File: src/rtl/fluxo_dados_jogo.sv
// Datapath for the sequence-memory game: sequence memory, counters,
// move and mode registers, response and LED timers, RGB LED drive.
module fluxo_dados_jogo #(
  parameter int TIMEOUT_CYCLES = 5000,
  parameter int LED_CYCLES     = 1000
) (
  input  logic       clock,
  input  logic       reset,
  input  logic [3:0] botoes,
  input  logic       chave_timeout,
  input  logic       chave_dificil,
  input  logic       zera_endereco,
  input  logic       conta_endereco,
  input  logic       zera_limite,
  input  logic       conta_limite,
  input  logic       zeraR,
  input  logic       registrarR,
  input  logic       zera_modo,
  input  logic       registra_modo,
  input  logic       zera_s_timeout,
  input  logic       enable_timeout,
  input  logic       zera_s_led,
  input  logic       enable_led,
  input  logic       conf_leds,
  input  logic       registra_jogada,
  output logic       jogada,
  output logic       igual,
  output logic       enderecoIgualLimite,
  output logic       fim_sequencia,
  output logic       fim_jogo,
  output logic       timeout,
  output logic       timeout_led,
  output logic       timeout_habilitado,
  output logic [3:0] leds,
  output logic [3:0] db_endereco,
  output logic [3:0] db_limite,
  output logic [3:0] db_jogada,
  output logic [3:0] db_memoria
);

  localparam int TW = $clog2(TIMEOUT_CYCLES);
  localparam int LW = $clog2(LED_CYCLES);
  localparam logic [TW-1:0] T_MAX = TW'(TIMEOUT_CYCLES - 1);
  localparam logic [LW-1:0] L_MAX = LW'(LED_CYCLES - 1);

  logic [3:0]    endereco_q, endereco_d;
  logic [3:0]    limite_q, limite_d;
  logic [3:0]    r_q, r_d;
  logic [3:0]    ultima_q, ultima_d;
  logic          any_prev_q, any_prev_d;
  logic [1:0]    modo_q, modo_d;
  logic [TW-1:0] tmo_q, tmo_d;
  logic [LW-1:0] tled_q, tled_d;
  logic [3:0]    leds_q, leds_d;
  logic [3:0]    mem_q [16];
  logic [3:0]    mem_d [16];
  logic [3:0]    mem_rd;

  assign mem_rd = mem_q[endereco_q];
  assign jogada = (|botoes) & ~any_prev_q;

  always_comb begin
    endereco_d = endereco_q;
    if (zera_endereco)       endereco_d = 4'd0;
    else if (conta_endereco) endereco_d = endereco_q + 4'd1;

    limite_d = limite_q;
    if (zera_limite)       limite_d = 4'd0;
    else if (conta_limite) limite_d = limite_q + 4'd1;

    modo_d = modo_q;
    if (zera_modo)          modo_d = 2'b00;
    else if (registra_modo) modo_d = {chave_timeout, chave_dificil};

    any_prev_d = |botoes;
    ultima_d   = jogada ? botoes : ultima_q;

    // R loads the captured press, so an early release is harmless
    r_d = r_q;
    if (zeraR)           r_d = 4'd0;
    else if (registrarR) r_d = ultima_q;

    mem_d = mem_q;
    if (registra_jogada && jogada) mem_d[endereco_q] = botoes;

    tmo_d = tmo_q;
    if (zera_s_timeout) tmo_d = '0;
    else if (enable_timeout && tmo_q != T_MAX) tmo_d = tmo_q + TW'(1);

    tled_d = tled_q;
    if (zera_s_led) tled_d = '0;
    else if (enable_led && tled_q != L_MAX) tled_d = tled_q + LW'(1);

    leds_d = conf_leds ? mem_rd : 4'b0000;
  end

  always_ff @(posedge clock or posedge reset) begin
    if (reset) begin
      endereco_q <= 4'd0;
      limite_q   <= 4'd0;
      r_q        <= 4'd0;
      ultima_q   <= 4'd0;
      any_prev_q <= 1'b0;
      modo_q     <= 2'b00;
      tmo_q      <= '0;
      tled_q     <= '0;
      leds_q     <= 4'd0;
      for (int i = 0; i < 16; i++)
        mem_q[i] <= 4'b0001 << (i % 4);
    end else begin
      endereco_q <= endereco_d;
      limite_q   <= limite_d;
      r_q        <= r_d;
      ultima_q   <= ultima_d;
      any_prev_q <= any_prev_d;
      modo_q     <= modo_d;
      tmo_q      <= tmo_d;
      tled_q     <= tled_d;
      leds_q     <= leds_d;
      mem_q      <= mem_d;
    end
  end

  assign igual               = (r_q == mem_rd);
  assign enderecoIgualLimite = (endereco_q == limite_q);
  assign fim_sequencia       = (endereco_q == limite_q);
  assign fim_jogo            = (limite_q == (modo_q[0] ? 4'd15 : 4'd7));
  assign timeout             = (tmo_q == T_MAX);
  assign timeout_led         = (tled_q == L_MAX);
  assign timeout_habilitado  = modo_q[1];
  assign leds                = leds_q;
  assign db_endereco         = endereco_q;
  assign db_limite           = limite_q;
  assign db_jogada           = r_q;
  assign db_memoria          = mem_rd;

endmodule

File: config.mk
export PLATFORM = sky130hd
export DESIGN_NAME = fluxo_dados_jogo
export DESIGN_NICKNAME = d
export VERILOG_FILES = /design/src/rtl/fluxo_dados_jogo.sv
export SDC_FILE = /design/constraint.sdc
export NUM_CORES = 1
export LEC_CHECK = 0
export ABC_AREA = 1
export BUFFER_PORTS_ARGS = -buffer_cell sky130_fd_sc_hd__buf_4
export CAP_MARGIN = 20
export CORE_MARGIN = 2
export CORE_UTILIZATION = 38
export CTS_CLUSTER_SIZE = 28
export DETAILED_ROUTE_END_ITERATION = 8
export GPL_ROUTABILITY_DRIVEN = 0
export SLEW_MARGIN = 20
export SYNTH_ARGS = -nofsm -noshare
export SYNTH_HDL_FRONTEND = slang
export SYNTH_SLANG_ARGS = --single-unit
export TNS_END_PERCENT = 10
File: constraint.sdc
create_clock -name clock -period 5.73 [get_ports clock]
set_input_delay 0 -clock clock [delete_from_list [all_inputs] [get_ports clock]]
set_output_delay 0 -clock clock [all_outputs]
set_load 0.02 [all_outputs]
==> metrics.md <==
| Metric | Value |
|---|---|
| Register area share after synthesis | `49.3%` |
| Max H-tree Level | `3` |
| Final setup vio count | `0` |
| Status | `finished, final reports clean` |
| CP Cell Sequence | `inv_1, nand3_1, nand2_1, nand2_1, nand2_1, nor2_1, nand2_1, nand2_1, nand2_1, nor2_1, buf_4` |
| Crit Path Class | `flop to primary output` |
| HPWL after DPL | `just over 9000 um` |
| Die Wd | `between 100 and 150 um` |
| Syn_nets | `770` |
| Pre-CTS setup slack | `roughly 3300 ps` |
| Min cycle time layout | `2850 ps` |
| Sequential share of power | `about half` |
| CTS sink cnt | `110` |
| Internal | `roughly 1.2 mW` |
| Synthesized area per cell | `7.59 sq um` |
| CTS Hold Bufs | `21` |
| Share of the synthesized area in the top cell type | `41.8%` |
| IO Pins | `50` |
| Die Area | `around 16000 sq um` |
| Worst setup margin | `approximately 2900 ps` |
| Min-Delay Path Class | `input pin to flop` |
| Synth Instances | `approximately 740` |
| Clock buffer count from CTS | `9` |
| Crit path max fanout | `21` |
| Most used cell, CP | `nand2_1` |
| Post-synth top area cell | `dfrtp_1` |
| Worst-path clk slew | `roughly 70 ps` |
| Antenna Cells | `0` |
| Static Leak | `3.17 nW` |
| Worst Hold Slack | `47.9 ps` |
| Largest net degree at the start of global routing | `70` |
| Number of synthesized register bits | `110` |
| CTS tree | `yes` |
| Critical Path Start Type | `flop` |
| Top-count cell post-synth | `nand2_1` |
| Grt ovf | `0` |
| Post-synthesis mux area share | `0%` |
| Cells after DPL | `960` |
| Clk pwr share | `approximately 36%` |
| Crit path capture type | `primary output` |
| Net switching power | `between 400 and 500 uW` |
| Largest family of logic cells by synthesized area | `simple AND/OR/NAND/NOR gates` |
| P&R area growth vs syn | `17.6%` |
| Initial antenna violation count | `0` |
| Compound-Gate Fraction of Synth Area | `between 10% and 20%` |
| Post-DR vias/cell | `approximately 4.9` |
| PD cells | `~250 nW/um^2` |
| Routed wire length | `roughly 13000 um` |
| Final setup TNS | `0 ps` |
| Via count of the first global-routing pass | `approximately 4600` |
| Clock Latency Late Sink | `approximately 360 ps` |
| DRC viols | `0` |
| Top cells by area, synth | `dfrtp_1 42%, nand2_1 17%, o21ai_0 8.5%, dfstp_2 7.5%, inv_1 6.9%` |
| Core Region | `approximately 14000 sq um` |
| Yosys warns | `0` |
| CTS root buffer | `clkbuf_16` |
| 1st-iter DRT viols | `339` |
| Distinct cells, synth | `32` |
| Total power | `roughly 1.7 mW` |
| Ys async rst share | `100%` |
| WP data arrival | `about 2900 ps` |
| Comb pwr share | `about 14%` |
| Post-DR wirelength/cell | `~13 um` |
| Share of layout cells above drive strength 1 | `roughly an eighth` |
| Peak supply drop | `~0.14 mV` |
| Die Ht | `about 130 um` |
| Fmax | `approximately 350 MHz` |
| Initial core utilization | `approximately two fifths` |
| Worst clock skew | `roughly 8.5 ps` |
| Tightest Pin Transition | `roughly 870 ps` |
| Std-Cell Rows | `44` |
| Fin. Hold Viols | `0` |
| Simple-gate share of the synthesized area | `28.3%` |
| Total number of vias | `around 4800` |
| Unrepaired setup endpoints after global routing | `no` |
| First-pass GRT wire length | `~23000 um` |
| Buffers on Ports | `a little under 50` |
| Drt first pass iters | `4` |
| CP max stage cell | `dfrtp_1` |
| Slew HR | `about 42%` |
| Post-synth EDFFs | `0` |
| Synth Area in XOR/XNOR | `less than 1%` |
| Max cap viols | `0` |
| Setup repair bufs after CTS | `0` |
| Post-synthesis cell area | `about 5600 sq um` |
| Critical path's largest stage delay | `a little over 800 ps` |
| Final ANT Viol Nets | `0` |
| GRT Overall Usage | `17.9%` |
| Slew Limit Fails | `0` |
| Longest Clk Path Bufs | `2` |
| Adder-cell share of the synthesized area | `1.56%` |
| Crit path required time | `roughly 5700 ps` |
| Sw Share | `between 20 and 30%` |
| Fin nets | `837` |
| Final non-filler cell total | `between 900 and 1000` |
| Period Utilization, post-route | `49.7%` |
| Synth cell count leaders | `251 x nand2_1, 103 x inv_1, 96 x o21ai_0` |
| CTS resizes | `0` |
| Post-synth top flop | `dfrtp_1` |
final cells by class:
| class | instances | area, sq um |
|---|---|---|
| Sequential cell | 110 | 2770 |
| Clock inverter | 3 | 20.0 |
| Fill cell | 1489 | 7860 |
| Timing Repair Buffer | 72 | 593 |
| Clock buffer | 13 | 260 |
| Tap cell | 184 | 230 |
| Inverter | 106 | 405 |
| Multi-Input combinational cell | 509 | 2330 |
sequential cells by signal (all words and copies together) (netlist names):
register,cells
tled_q,10
ultima_q,4
any_prev_q,1
db_endereco,4
modo_q,2
db_jogada,4
tmo_q,13
mem_q,64
leds,4
db_limite,4
worst paths after layout:
| kind | startpoint | to | slack [ps] | cells after the start |
|---|---|---|---|---|
| max in group asynchronous | reset | mem_q[25] | 4250 | 4 |
| max | db_endereco[1] | igual | 2880 | 11 |
| min reg2reg | mem_q[12] | mem_q[12] | 480 | 2 |
| min in group asynchronous | reset | tled_q[7] | 380 | 3 |
| max reg2reg | db_endereco[1] | db_endereco[1] | 3040 | 5 |
| min | enable_timeout | tmo_q[6] | 50 | 3 |
worst max-delay path: cells and delay by family, from the launching register on:
kind,cells,cell delay [ps]
DFF,1,820
and+or+nand+nor,9,950
buffers and inverters,2,700
routing by layer:
layer,GRT usage [%],routed length (um)
met1,25.5,6440
met2,28.2,6080
met3,3.95,702
met4,3.99,128
met5,0,0
placed cells by master, fill, tap and decap left out, types with 3 or more instances in the layout:
cell type      instances
nand2_1              251
buf_4                 51
dfrtp_1               94
nand2_2                7
nor2_2                 3
a21oi_1               13
nand3_1               42
o21ai_1                5
dlygate4sd3_1         21
nor2_4                 4
ha_1                   7
dfstp_2               16
clkbuf_16              9
nor3_1                15
nand4_1                9
inv_1                102
or2_2                  4
nor2_1                38
xor2_1                 3
o21ai_0               96
metrics by stage:
step                util, %  cell area [sq um]
floorplan                 -               5620
global placement       42.3               6120
detailed placement     42.3               6120
CTS                    45.7               6620
global route           45.7               6620
finish                 45.7               6620
logic make-up (layout without fill, tap and decap cells):
logic type | Yosys count | after routing
AO/OA/AOI/OAI | 122 | 122
buffers and inverters | 122 | 194
XOR/XNOR | 3 | 3
flip-flops | 110 | 110
adder cells (fa/ha/maj) | 7 | 7
AND/OR/NAND/NOR | 377 | 377
power groups by stage:
stage	sequential, mW	clock [mW]	combinational [mW]
floorplan	0.853	0	0.148
global placement	0.852	0	0.228
detailed placement	0.853	0	0.227
CTS	0.838	0.619	0.241
global route	0.843	0.652	0.271
finish	0.838	0.605	0.238
No activity file was read; power rests on OpenSTA's default activity.
